<file path="config.mk">
export PLATFORM = sky130hd
export DESIGN_NAME = tcm_dport_arb
export DESIGN_NICKNAME = d
export VERILOG_FILES = /design/src/rtl/tcm_arb_pkg.sv /design/src/rtl/tcm_arb_idfifo.sv /design/src/rtl/tcm_dport_arb.sv
export SDC_FILE = /design/constraint.sdc
export NUM_CORES = 1
export LEC_CHECK = 0
export ABC_AREA = 1
export CAP_MARGIN = 30
export CORE_AREA = 4 4 146 148
export CTS_BUF_LIST = sky130_fd_sc_hd__clkbuf_16
export DETAILED_ROUTE_END_ITERATION = 6
export DIE_AREA = 0 0 150 152
export GPL_TIMING_DRIVEN = 0
export PLACE_DENSITY = 0.59
export REMOVE_ABC_BUFFERS = 1
export SLEW_MARGIN = 30
export SYNTH_ARGS = -nofsm -noshare
export SYNTH_HDL_FRONTEND = slang
export SYNTH_HIERARCHICAL = 1
export SYNTH_SLANG_ARGS = --single-unit
</file>
<file path="constraint.sdc">
create_clock -name clk_i -period 2.3 [get_ports clk_i]
set_clock_uncertainty 0.15 [all_clocks]
set_input_delay 0.23 -clock clk_i [delete_from_list [all_inputs] [get_ports clk_i]]
set_output_delay 0.23 -clock clk_i [all_outputs]
set_load 0.03 [all_outputs]
</file>
<file path="src/rtl/tcm_arb_pkg.sv">
// tcm_arb_pkg: shared port IDs, port-ID type and tracker sizing helper for the TCM data-port arbiter.
package tcm_arb_pkg;
  localparam int PORT_CORE = 0;
  localparam int PORT_EXT  = 1;
  typedef logic port_id_t;
  function automatic int cnt_w(input int n);
    return $clog2(n) + 1;
  endfunction
endpackage

</file>
<file path="src/rtl/tcm_arb_idfifo.sv">
// tcm_arb_idfifo: in-order FIFO of port IDs for in-flight downstream requests.
module tcm_arb_idfifo
  import tcm_arb_pkg::*;
#(
  parameter  int DEPTH = 4,
  localparam int CW    = cnt_w(DEPTH),
  localparam int PW    = $clog2(DEPTH)
) (
  input  logic          clk_i,
  input  logic          rst_i,
  input  logic          push_i,
  input  port_id_t      id_i,
  input  logic          pop_i,
  output port_id_t      head_o,
  output logic          full_o,
  output logic          empty_o,
  output logic [CW-1:0] count_o
);
  logic [PW-1:0] wr_q, wr_d, rd_q, rd_d;
  logic [CW-1:0] cnt_q, cnt_d;
  port_id_t      mem_q [DEPTH];
  always_comb begin
    wr_d  = push_i ? wr_q + 1'b1 : wr_q;
    rd_d  = pop_i ? rd_q + 1'b1 : rd_q;
    cnt_d = cnt_q + CW'(push_i) - CW'(pop_i);
  end
  always_ff @(posedge clk_i or posedge rst_i) begin
    if (rst_i) begin
      wr_q  <= '0;
      rd_q  <= '0;
      cnt_q <= '0;
    end else begin
      wr_q  <= wr_d;
      rd_q  <= rd_d;
      cnt_q <= cnt_d;
    end
  end
  always_ff @(posedge clk_i) begin
    if (push_i) mem_q[wr_q] <= id_i;
  end
  assign head_o  = mem_q[rd_q];
  assign full_o  = cnt_q == CW'(DEPTH);
  assign empty_o = cnt_q == '0;
  assign count_o = cnt_q;
endmodule

</file>
<file path="src/rtl/tcm_dport_arb.sv">
// tcm_dport_arb: round-robin arbiter sharing the TCM data port between two masters, with in-order response routing.
// Define TCM_ARB_FIXED_PRIO_EN to make port 0 always win contention instead of round-robin.
module tcm_dport_arb
  import tcm_arb_pkg::*;
#(
  parameter int OUTSTANDING = 4,
  parameter int TAG_W       = 11
) (
  input  logic             clk_i,
  input  logic             rst_i,
  input  logic [31:0]      m0_addr_i,
  input  logic [31:0]      m0_data_wr_i,
  input  logic             m0_rd_i,
  input  logic [3:0]       m0_wr_i,
  input  logic [TAG_W-1:0] m0_req_tag_i,
  output logic             m0_accept_o,
  output logic             m0_ack_o,
  output logic             m0_error_o,
  output logic [31:0]      m0_data_rd_o,
  output logic [TAG_W-1:0] m0_resp_tag_o,
  input  logic [31:0]      m1_addr_i,
  input  logic [31:0]      m1_data_wr_i,
  input  logic             m1_rd_i,
  input  logic [3:0]       m1_wr_i,
  input  logic [TAG_W-1:0] m1_req_tag_i,
  output logic             m1_accept_o,
  output logic             m1_ack_o,
  output logic             m1_error_o,
  output logic [31:0]      m1_data_rd_o,
  output logic [TAG_W-1:0] m1_resp_tag_o,
  output logic [31:0]      mem_d_addr_o,
  output logic [31:0]      mem_d_data_wr_o,
  output logic             mem_d_rd_o,
  output logic [3:0]       mem_d_wr_o,
  output logic [TAG_W-1:0] mem_d_req_tag_o,
  input  logic             mem_d_accept_i,
  input  logic             mem_d_ack_i,
  input  logic             mem_d_error_i,
  input  logic [31:0]      mem_d_data_rd_i,
  input  logic [TAG_W-1:0] mem_d_resp_tag_i,
  output logic             busy_o,
  output logic             spurious_ack_o
);
  localparam int CW = cnt_w(OUTSTANDING);
  localparam port_id_t CORE = port_id_t'(PORT_CORE);
  localparam port_id_t EXT  = port_id_t'(PORT_EXT);
  logic          req0, req1, gnt_vld, issue, acc, full, empty, rsp;
  port_id_t      gnt, prio, head;
  logic [CW-1:0] count;
  logic          rr_q, rr_d, lock_q, lock_d, spur_q, spur_d;
  port_id_t      lock_id_q, lock_id_d;
  assign req0 = m0_rd_i | (|m0_wr_i);
  assign req1 = m1_rd_i | (|m1_wr_i);
`ifdef TCM_ARB_FIXED_PRIO_EN
  assign prio = CORE;
`else
  assign prio = rr_q;
`endif
  // A stalled grant stays locked so the presented request cannot be swapped under the memory.
  always_comb begin
    gnt       = lock_q ? lock_id_q : (req0 & req1) ? prio : (req1 ? EXT : CORE);
    gnt_vld   = lock_q ? (lock_id_q == EXT ? req1 : req0) : (req0 | req1);
    issue     = gnt_vld & ~full;
    acc       = issue & mem_d_accept_i;
    rr_d      = acc ? ~gnt : rr_q;
    lock_d    = gnt_vld & ~acc;
    lock_id_d = gnt;
    spur_d    = spur_q | (mem_d_ack_i & empty);
  end
  always_ff @(posedge clk_i or posedge rst_i) begin
    if (rst_i) begin
      rr_q      <= 1'b0;
      lock_q    <= 1'b0;
      lock_id_q <= CORE;
      spur_q    <= 1'b0;
    end else begin
      rr_q      <= rr_d;
      lock_q    <= lock_d;
      lock_id_q <= lock_id_d;
      spur_q    <= spur_d;
    end
  end
  assign mem_d_addr_o    = !gnt_vld ? '0 : gnt == EXT ? m1_addr_i : m0_addr_i;
  assign mem_d_data_wr_o = !gnt_vld ? '0 : gnt == EXT ? m1_data_wr_i : m0_data_wr_i;
  assign mem_d_req_tag_o = !gnt_vld ? '0 : gnt == EXT ? m1_req_tag_i : m0_req_tag_i;
  assign mem_d_rd_o      = issue & (gnt == EXT ? m1_rd_i : m0_rd_i);
  assign mem_d_wr_o      = !issue ? 4'b0 : gnt == EXT ? m1_wr_i : m0_wr_i;
  assign m0_accept_o     = acc & (gnt == CORE);
  assign m1_accept_o     = acc & (gnt == EXT);
  // Acks with an empty tracker have no owner and are dropped.
  assign rsp           = mem_d_ack_i & ~empty;
  assign m0_ack_o      = rsp & (head == CORE);
  assign m1_ack_o      = rsp & (head == EXT);
  assign m0_error_o    = m0_ack_o & mem_d_error_i;
  assign m1_error_o    = m1_ack_o & mem_d_error_i;
  assign m0_data_rd_o  = mem_d_data_rd_i;
  assign m1_data_rd_o  = mem_d_data_rd_i;
  assign m0_resp_tag_o = mem_d_resp_tag_i;
  assign m1_resp_tag_o = mem_d_resp_tag_i;
  assign busy_o         = |count;
  assign spurious_ack_o = spur_q;
  tcm_arb_idfifo #(.DEPTH(OUTSTANDING)) u_idfifo (
    .clk_i   (clk_i),
    .rst_i   (rst_i),
    .push_i  (acc),
    .id_i    (gnt),
    .pop_i   (rsp),
    .head_o  (head),
    .full_o  (full),
    .empty_o (empty),
    .count_o (count)
  );
endmodule

</file>
==> results of run 1 <==
-- area by class of cell --
type | instances | area (µm²) | share of cell area, %
timing repair buffer | 284 | 2820 | 46.6
sequential | 15 | 398 | 6.58
multi-input combinational | 391 | 2290 | 37.8
inverter | 32 | 126 | 2.09
clock inverter | 1 | 3.75 | 0.0620
clock buffer | 3 | 75.1 | 1.24
tap | 270 | 338 | 5.58
-- final timing paths --
check | start | endpoint | slack [ns] | depth (start not counted)
worst max-delay path | lock_q | mem_d_data_wr_o[13] | 0.08 | 8
worst min-delay path | rst_i | spurious_ack_o | 0.06 | 2
worst max register to register | lock_q | u_idfifo/count_o[2] | 0.12 | 12
worst min register to register | spurious_ack_o | spurious_ack_o | 0.31 | 1
max in group asynchronous | rst_i | u_idfifo/count_o[1] | 1.67 | 2
min in group clk_i | mem_d_data_rd_i[9] | m1_data_rd_o[9] | 0.31 | 0
-- state kept, by name, indices dropped and copies added, names as in the netlist --
signal,count
u_idfifo/wr_q,2
prio,1
u_idfifo/rd_q,2
spurious_ack_o,1
u_idfifo/mem_q,4
u_idfifo/count_o,3
lock_q,1
lock_id_q,1
-- metrics by stage --
stage	area, µm²	cells	hold slack [ns]	setup slack [ns]
2_1_floorplan	2460	428	-0.154	-1.36
3_3_place_gp	5320	950	0.310	-3.73
3_5_place_dp	5430	954	0.303	-1.03
4_1_cts	5880	986	0.0702	-0.0811
5_1_grt	6050	996	0.0880	-0.00368
6_report	6050	996	0.0624	0.0834
-- cell usage in the layout (no fill, tap or decap), types with 8 or more instances in the layout --
master and instances:
a21oi_1 77, buf_16 9, buf_2 53, buf_4 29, clkbuf_16 8, clkdlybuf4s50_1 157, dfrtp_1 9, dlymetal6s2s_1 11
inv_1 26, nand2_1 100, nand3_4 8, nand3b_1 77, nor2_1 80, nor2_2 8
-- critical path: cells and delay by family (launching register included) --
| kind | cells | cell delay, ns |
|---|---|---|
| and+or+nand+nor | 5 | 0.60 |
| DFF | 1 | 0.44 |
| buffers and inverters | 3 | 0.52 |
-- metal layers --
layer / wire length, µm / global-route usage, % / vias to the layer above
li1: - / - / 2068
met1: 8740 / 20.0 / 1973
met2: 9380 / 25.3 / 318
met3: 3490 / 10.9 / 31
met4: 357 / 2.70 / 6
met5: 194 / 8.04 / -
-- power groups by stage --
stage          logic [mW]  clock network, mW  registers, mW
4_1_cts              8.31              0.345          0.539
3_5_place_dp         7.50                  0          0.497
2_1_floorplan        4.43                  0          0.490
3_3_place_gp         6.24                  0          0.494
6_report             8.73              0.339          0.541
5_1_grt              9.29              0.356          0.559
-- cells by family (layout without fill, tap and decap cells) --
logic type | count (synthesis) | in the layout | share of synthesized area (%)
adders and majority gates | 7 | 7 | 2.79
buffers and inverters | 160 | 320 | 31.5
AOI/OAI and AO/OA | 82 | 82 | 12.1
and+or+nand+nor | 289 | 299 | 41.2
xor gates and xnor gates | 3 | 3 | 0.771
DFF | 15 | 15 | 11.6
-- timing repair --
action	CTS	global route
setup buffers	14	3
hold buffers	0	0
resized for setup	422	89
pin swaps	11	15
setup endpoints to repair	93	85
cloned	14	7
==> flow_metrics.py, run 1 <==
metrics = {
    "yosys": {
        "async_flop_share_pct": 73.3,
        "yosys-top-cells-count": "nand2_1, buf_4, nor2_1",
        "synth.most_common_cell": "nand2_1",
        "ys.warnings.count": 6,
        "ys_seq_area_share_pct": 11.6,
        "synth.distinct_cells": 25,
        "syn-instance-count": 556,
        "synth_edf_count": 4,
        "ys_ff_latch": 15,
        "synth_top_area_cell": "buf_4",
        "synth_flop_cell": "dfrtp_1",
        "synth.avg_cell_area_um2": 6.13,
        "synth_top_area_share_pct": 20.7,
        "synthTopCellsByArea": "buf_4, nand3b_1, nand2_1",
        "synthesis.area_um2": 3410,
    },
    "power_and_ir_drop": {
        "pwr_density_cell_nw_per_um2": 1590,
        "p_total_mw": 9.61,
        "clkPwrFrac_pct": 3.5,
        "p_leak_nw": 2.96,
        "p_int_mw": 3.81,
        "p_sw_share_pct": 60.4,
        "p_sw_mw": 5.80,
        "power_frac_comb_pct": 90.8,
        "peakVddDrop_uv": 635,
        "p_seq_share_pct": 5.6,
    },
    "drt": {
        "dr.pass1.iters": 5,
        "ant_nets": 0,
        "drt_wl_total_mm": 22.2,
        "drc": 0,
        "wl_per_cell_um": 22.2,
        "drt-initial-drc-count": 191,
        "viasPerCell": 4.41,
        "vias": 4396,
    },
    "global_routing": {
        "grt_antenna_before_repair": 0,
        "grtUsageTotal_pct": 16.9,
        "grt_pass1_wl_mm": 28.7,
        "grt_max_degree": 42,
        "gr-total-overflow": 0,
        "grt_pass1_vias": 4082,
    },
    "layout": {
        "layout-drive-gt1-share_pct": 22.2,
        "synthToLayoutAreaGrowth_pct": 77.4,
        "fin_util_pct": 30.2,
        "nets": 942,
        "fillers": 2235,
        "n_antenna_cell": 0,
    },
    "worst_setup_path": {
        "start_kind": "flop",
        "crit_type": "flop to output pin",
        "arrival_ns": 1.84,
        "path_cells": "inv_2 -> or2_1 -> nand2_4 -> nand2_8 -> buf_12 -> nand2_1 -> nor2_2 -> buf_4",
        "crit_fanout": 41,
        "cp_slowest_stage_delay_ns": 0.44,
        "worstSetupEndpointType": "output pin",
        "cp_slowest_cell": "dfrtp_2",
        "cp.required_ns": 1.92,
    },
    "clock_network": {
        "cts_sinks": 15,
        "path_clk_slew_ns": 0.05,
        "insertion_delay_ns": 0.25,
        "root_buffer": "clkbuf_16",
        "cts_tree": "yes",
        "h-tree-depth": 1,
        "numCtsBuffers": 3,
        "cts_max_path_buffers": 2,
    },
    "die": {
        "io_pins": 382,
        "die_width_um": 150,
        "core_um2": 20000,
        "start_util_pct": 17.0,
        "dieArea_um2": 22800,
        "placementRows": 52,
        "die_h_um": 152,
    },
    "hold_path": {
        "min-delay-path-class": "input pin to asynchronous set/reset pin",
    },
    "sta": {
        "max_slew_margin_pct": 77.5,
        "period_needed_ns": 2.22,
        "max_slew.worst_pin.slew_ns": 0.336,
        "finalCritPeriodShare_pct": 96.4,
        "finalHoldViolCount": 0,
        "report.final.slew_viol_count": 0,
        "fmax_mhz": 451,
        "fin_setup_tns_ns": 0,
        "finalSetupViolCount": 0,
    },
    "run": {
        "maxCapViolCount": 0,
    },
    "placement": {
        "portBuffers": 252,
        "gp_congestion": 0.784,
        "dpl.hpwl_mm": 13.6,
    },
    "outcome": {
        "status": "completed",
    },
}
No activity file was read; power rests on OpenSTA's default activity.
==> run 2: changes to the inputs <==
SLEW_MARGIN = default   (was 30)
==> run 2 against run 1 <==
  * Sequential power increased by 2%
  * Global-route usage increased by 3.6 points
  * Clock-buffer cell count unchanged
  * Cell area increased by 10%
  * Critical path type unchanged
  * Largest power group unchanged
==> flow_metrics.py, run 2 (same netlist as run 1, synthesis figures left out) <==
metrics = {
    "outcome": {
        "status": "completed",
    },
    "layout": {
        "seq_area_um2": 398,
        "fillers": 2173,
        "n_antenna_cell": 0,
        "final_area_um2": 6660,
        "largest-register": "u_idfifo/mem_q",
        "layout_commonest_cell": "clkdlybuf4s50_1",
        "layout-drive-gt1-share_pct": 27.4,
        "synthToLayoutAreaGrowth_pct": 95.3,
        "fin_util_pct": 33.2,
        "multiInputGateArea_um2": 2580,
        "final_cell_mix": "clkdlybuf4s50_1, nand2_1, buf_4, nand3b_1",
        "nets": 978,
        "largest_reg_flops": 4,
    },
    "placement": {
        "gp_congestion": 0.784,
        "dpl.hpwl_mm": 13.0,
        "portBuffers": 252,
        "placed_cell_area_um2": 5370,
        "place_ws_ns": -1.32,
    },
    "die": {
        "start_util_pct": 17.0,
        "dieArea_um2": 22800,
        "die_width_um": 150,
        "io_pins": 382,
        "core_um2": 20000,
        "die_h_um": 152,
        "placementRows": 52,
    },
    "drt": {
        "ant_nets": 0,
        "dr.pass1.iters": 5,
        "vias": 4619,
        "wl_per_cell_um": 24.5,
        "drt-initial-drc-count": 201,
        "drc": 0,
        "drt_wl_total_mm": 25.2,
        "viasPerCell": 4.48,
    },
    "run": {
        "maxCapViolCount": 0,
    },
    "worst_setup_path": {
        "cp_slowest_cell": "dfrtp_2",
        "arrival_ns": 1.85,
        "crit_fanout": 9,
        "crit_type": "flop to output pin",
        "path_cells": "inv_2 -> or2_4 -> nand2_4 -> nand2_8 -> buf_4 -> nand2_1 -> nor2_1 -> buf_2",
        "cp_num_buf_inv": 3,
        "cp_slowest_stage_delay_ns": 0.44,
        "reg2reg_from": "u_idfifo/count_o[0]",
        "start_kind": "flop",
        "worstSetupEndpointType": "output pin",
        "cp.required_ns": 1.92,
        "critical_path.top_delay_family": "simple AND/OR/NAND/NOR gates",
        "crit_start": "lock_q",
    },
    "global_routing": {
        "grt_pass1_wl_mm": 33.8,
        "grtUsageTotal_pct": 20.4,
        "gr-total-overflow": 0,
        "grt_pass1_vias": 4515,
        "grt_max_degree": 22,
        "grt_antenna_before_repair": 0,
    },
    "sta": {
        "max_slew.worst_pin.slew_ns": 0.332,
        "finalSetupViolCount": 0,
        "period_needed_ns": 2.23,
        "rsz0062_at_grt": "false",
        "report.final.slew_viol_count": 0,
        "finalCritPeriodShare_pct": 97.0,
        "fin_ws_ns": 0.0689,
        "timing.hold.ws_ns": 0.0612,
        "finalHoldViolCount": 0,
        "max_slew_margin_pct": 77.8,
        "fmax_mhz": 448,
    },
    "clock_network": {
        "cts_tree": "yes",
        "path_clk_slew_ns": 0.05,
        "root_buffer": "clkbuf_16",
        "insertion_delay_ns": 0.25,
        "cts_sinks": 15,
        "h-tree-depth": 1,
        "numCtsBuffers": 3,
        "ctsHoldBuffers": 0,
        "cts_max_path_buffers": 2,
    },
    "power_and_ir_drop": {
        "p_leak_nw": 3.17,
        "pwr_density_cell_nw_per_um2": 1660,
        "peakVddDrop_uv": 703,
    },
    "hold_path": {
        "min-delay-path-class": "input pin to asynchronous set/reset pin",
    },
}
run 2: cell count changes in the layout (fill, tap and decap cells not counted), sizes merged:
cell	previous run	this run
nand3	12	11
buf	99	138
nand2	113	126
inv	32	30
clkdlybuf4s15	3	0
clkinvlp	1	3
clkbuf	15	3
dlygate4sd2	2	6
dlymetal6s2s	11	7
run 2: area by class of cell:
cell class                 instances  area share [%]
timing repair buffer             308            47.1
multi-input combinational        403            38.7
sequential                        15            5.98
tap                              270            5.07
inverter                          32            1.97
clock buffer                       3            1.13
clock inverter                     1          0.0564
run 2: worst register-to-register path, stage by stage (launching register included):
cell,delay [ns]
dfrtp_2,0.44
nor3_4,0.33
nor2_4,0.08
ha_4,0.27
inv_1,0.04
ha_2,0.17
fa_2,0.35
inv_1,0.07
nand2_2,0.05
nand3_1,0.07
nand2_1,0.05
run 2: path summary, 6_finish.rpt:
path                                             to  slack [ns]  cells past startpoint
max in group asynchronous       u_idfifo/count_o[0]        1.67                      2
worst min-delay path                 spurious_ack_o        0.06                      2
worst min register to register       spurious_ack_o        0.32                      1
worst max register to register  u_idfifo/count_o[2]        0.11                     10
worst max-delay path                mem_d_addr_o[5]        0.07                      8
min in group clk_i                 m1_data_rd_o[29]        0.31                      0
run 2: timing repair:
| item | CTS | global route |
|---|---|---|
| setup endpoints to repair | 102 | 85 |
| buffers inserted | 39 | 12 |
| pin swaps | 18 | 16 |
| resized for setup | 545 | 33 |
| cloned | 23 | 3 |
run 2: metrics by stage:
step | power (mW) | std cells | setup TNS [ns]
2_1_floorplan | 4.92 | 428 | -103.31
3_3_place_gp | 6.73 | 950 | -294.45
3_5_place_dp | 7.90 | 951 | -97.55
4_1_cts | 10.7 | 1017 | -0.255
5_1_grt | 11.7 | 1032 | 0
6_report | 11.0 | 1032 | 0
run 2: routing by layer:
layer	track usage, %	vias up	routed length (µm)
met5	6.96	-	157
met4	3.97	4	337
met3	10.9	21	3520
met2	31.6	339	11000
met1	24.8	2107	10200
li1	-	2148	-
run 2: power breakdown:
part	total, mW	internal [mW]	leakage, nW	switching [mW]
combinational	10.1	3.88	2.96	6.26
sequential	0.551	0.412	0.162	0.139
clock	0.342	0.231	0.0423	0.111
total	11.0	4.52	3.17	6.51
==> run 3: changes to the inputs <==
CTS_CLUSTER_SIZE = 12   (was default)
GPL_TIMING_DRIVEN = default   (was 0)
==> run 3 against run 2 <==
  * Cell area is 11% lower
  * Power decreased by 17%
  * Sequential power down 7.8%
  * Non-clock buffer count shrank 11
  * Die area stayed put
  * Cell count decreased by 3.0%
  * Fmax down 0.38%
  * Critical endpoint is now mem_d_data_wr_o[6]
==> flow_metrics.py, run 3 (same netlist as run 1, synthesis figures left out) <==
metrics = {
    "outcome": {
        "status": "completed",
    },
    "clock_network": {
        "h-tree-depth": 1,
        "root_buffer": "clkbuf_16",
        "cts_sinks": 15,
        "cts_max_path_buffers": 2,
        "numCtsBuffers": 3,
        "ctsHoldBuffers": 0,
        "cts_tree": "yes",
        "path_clk_slew_ns": 0.05,
        "insertion_delay_ns": 0.25,
    },
    "global_routing": {
        "grt_pass1_wl_mm": 24.4,
        "gr-total-overflow": 0,
        "grt_antenna_before_repair": 0,
        "grt_pass1_vias": 3846,
        "grtUsageTotal_pct": 13.9,
        "grt_max_degree": 47,
    },
    "layout": {
        "nets": 947,
        "largest_reg_flops": 4,
        "fillers": 2187,
        "synthToLayoutAreaGrowth_pct": 74.4,
        "final_cell_mix": "clkdlybuf4s50_1, buf_4, nand2_1, nor2_1, nand3b_1",
        "layout-drive-gt1-share_pct": 22.0,
        "n_antenna_cell": 0,
        "largest-register": "u_idfifo/mem_q",
        "final_cells": 1001,
        "layout_commonest_cell": "clkdlybuf4s50_1",
    },
    "die": {
        "start_util_pct": 17.0,
        "placementRows": 52,
        "io_pins": 382,
        "dieArea_um2": 22800,
        "core_um2": 20000,
        "die_width_um": 150,
        "die_h_um": 152,
    },
    "drt": {
        "dr.pass1.iters": 5,
        "viasPerCell": 4.23,
        "vias": 4237,
        "drc": 0,
        "drt-initial-drc-count": 260,
        "wl_per_cell_um": 18.6,
        "drt_wl_total_mm": 18.6,
        "ant_nets": 0,
    },
    "worst_setup_path": {
        "r2r_slack_ns": 0.18,
        "start_kind": "input pin",
        "crit_fanout": 12,
        "worstSetupEndpointType": "output pin",
        "ff2ff_path_depth": 10,
        "arrival_ns": 1.86,
        "timing.rr.end": "u_idfifo/count_o[2]",
        "reg2reg_from": "u_idfifo/count_o[2]",
        "crit_type": "input pin to output pin",
        "cp.required_ns": 1.92,
    },
    "placement": {
        "dp_cells": 983,
        "gp_congestion": 0.748,
        "dpl.hpwl_mm": 13.9,
        "portBuffers": 252,
    },
    "hold_path": {
        "min-delay-path-class": "input pin to asynchronous set/reset pin",
    },
    "sta": {
        "finalSetupViolCount": 0,
        "timing.hold.ws_ns": 0.0614,
        "period_needed_ns": 2.24,
        "report.final.slew_viol_count": 0,
        "finalHoldViolCount": 0,
        "rsz0062_at_grt": "true",
        "fmax_mhz": 447,
        "max_slew_margin_pct": 72.1,
        "max_slew.worst_pin.slew_ns": 0.419,
        "finalCritPeriodShare_pct": 97.4,
    },
    "power_and_ir_drop": {
        "p_seq_share_pct": 5.5,
        "p_sw_share_pct": 57.2,
        "clkPwrFrac_pct": 3.7,
        "peakVddDrop_uv": 400,
        "power_frac_comb_pct": 90.8,
        "p_leak_nw": 2.93,
        "p_sw_mw": 5.24,
        "pwr_density_cell_nw_per_um2": 1540,
        "p_int_mw": 3.93,
    },
    "run": {
        "maxCapViolCount": 0,
    },
}
[run 3: area by class of cell]
cell class,instances,area [µm²],area share (%)
inverter,32,120,2.02
clock buffer,3,75.1,1.26
timing repair buffer,297,2920,49.2
clock inverter,1,3.75,0.0631
tap,270,338,5.68
sequential,15,395,6.65
multi-input combinational,383,2090,35.2
[run 3: through the flow]
stage | instance area [µm²] | setup slack, ns | power, mW | utilization, % | setup TNS (ns)
2_1_floorplan | 2460 | -1.36 | 4.92 | - | -103.31
3_3_place_gp | 5470 | -0.0665 | 8.07 | 27.3 | -0.134
3_5_place_dp | 5470 | -0.0674 | 8.08 | 27.3 | -0.280
4_1_cts | 5640 | -0.00359 | 8.66 | 28.1 | -0.00576
5_1_grt | 5950 | -0.0623 | 9.80 | 29.7 | -0.302
6_report | 5950 | 0.0605 | 9.17 | 29.7 | 0
[run 3: what timing repair did]
item,in CTS,in global routing
setup buffers,2,3
endpoints found under the setup margin,15,72
gates cloned,2,7
resized for setup,9,36
pin swaps,0,6
[run 3: worst max-delay path by stage]
stage,from,end,slack (ns),depth (start not counted)
floorplan,lock_q,m0_accept_o,-1.36,5
global route,m1_rd_i,mem_d_addr_o[5],-0.06,10
global placement,m0_wr_i[0],mem_d_addr_o[2],-0.07,10
detailed placement,m0_wr_i[0],mem_d_addr_o[2],-0.07,10
CTS,m0_wr_i[0],mem_d_data_wr_o[28],-0.004,9
finish,m1_rd_i,mem_d_data_wr_o[6],0.06,11
[run 3: routing by layer]
layer | wire length [µm] | part of all wire [%] | global-route usage [%]
met2 | 7730 | 42 | 19.7
met1 | 7470 | 40 | 16.7
met5 | 173 | 0.93 | 7.39
met4 | 114 | 0.61 | 1.70
met3 | 3110 | 17 | 10.4
[run 3: power groups by stage]
| stage | combinational, mW | sequential, mW | clock [mW] |
|---|---|---|---|
| floorplan | 4.43 | 0.490 | 0 |
| global placement | 7.57 | 0.495 | 0 |
| detailed placement | 7.58 | 0.499 | 0 |
| CTS | 7.81 | 0.497 | 0.348 |
| global route | 8.92 | 0.524 | 0.362 |
| finish | 8.32 | 0.508 | 0.339 |
[run 3: critical path: stages]
cell	delay, ns
clkdlybuf4s50_1	0.42
nor2_1	0.14
nand3_2	0.12
nand2_4	0.12
nand2_8	0.10
buf_4	0.17
clkbuf_16	0.17
nand3b_1	0.08
nand2_1	0.05
nor2_1	0.08
buf_4	0.16
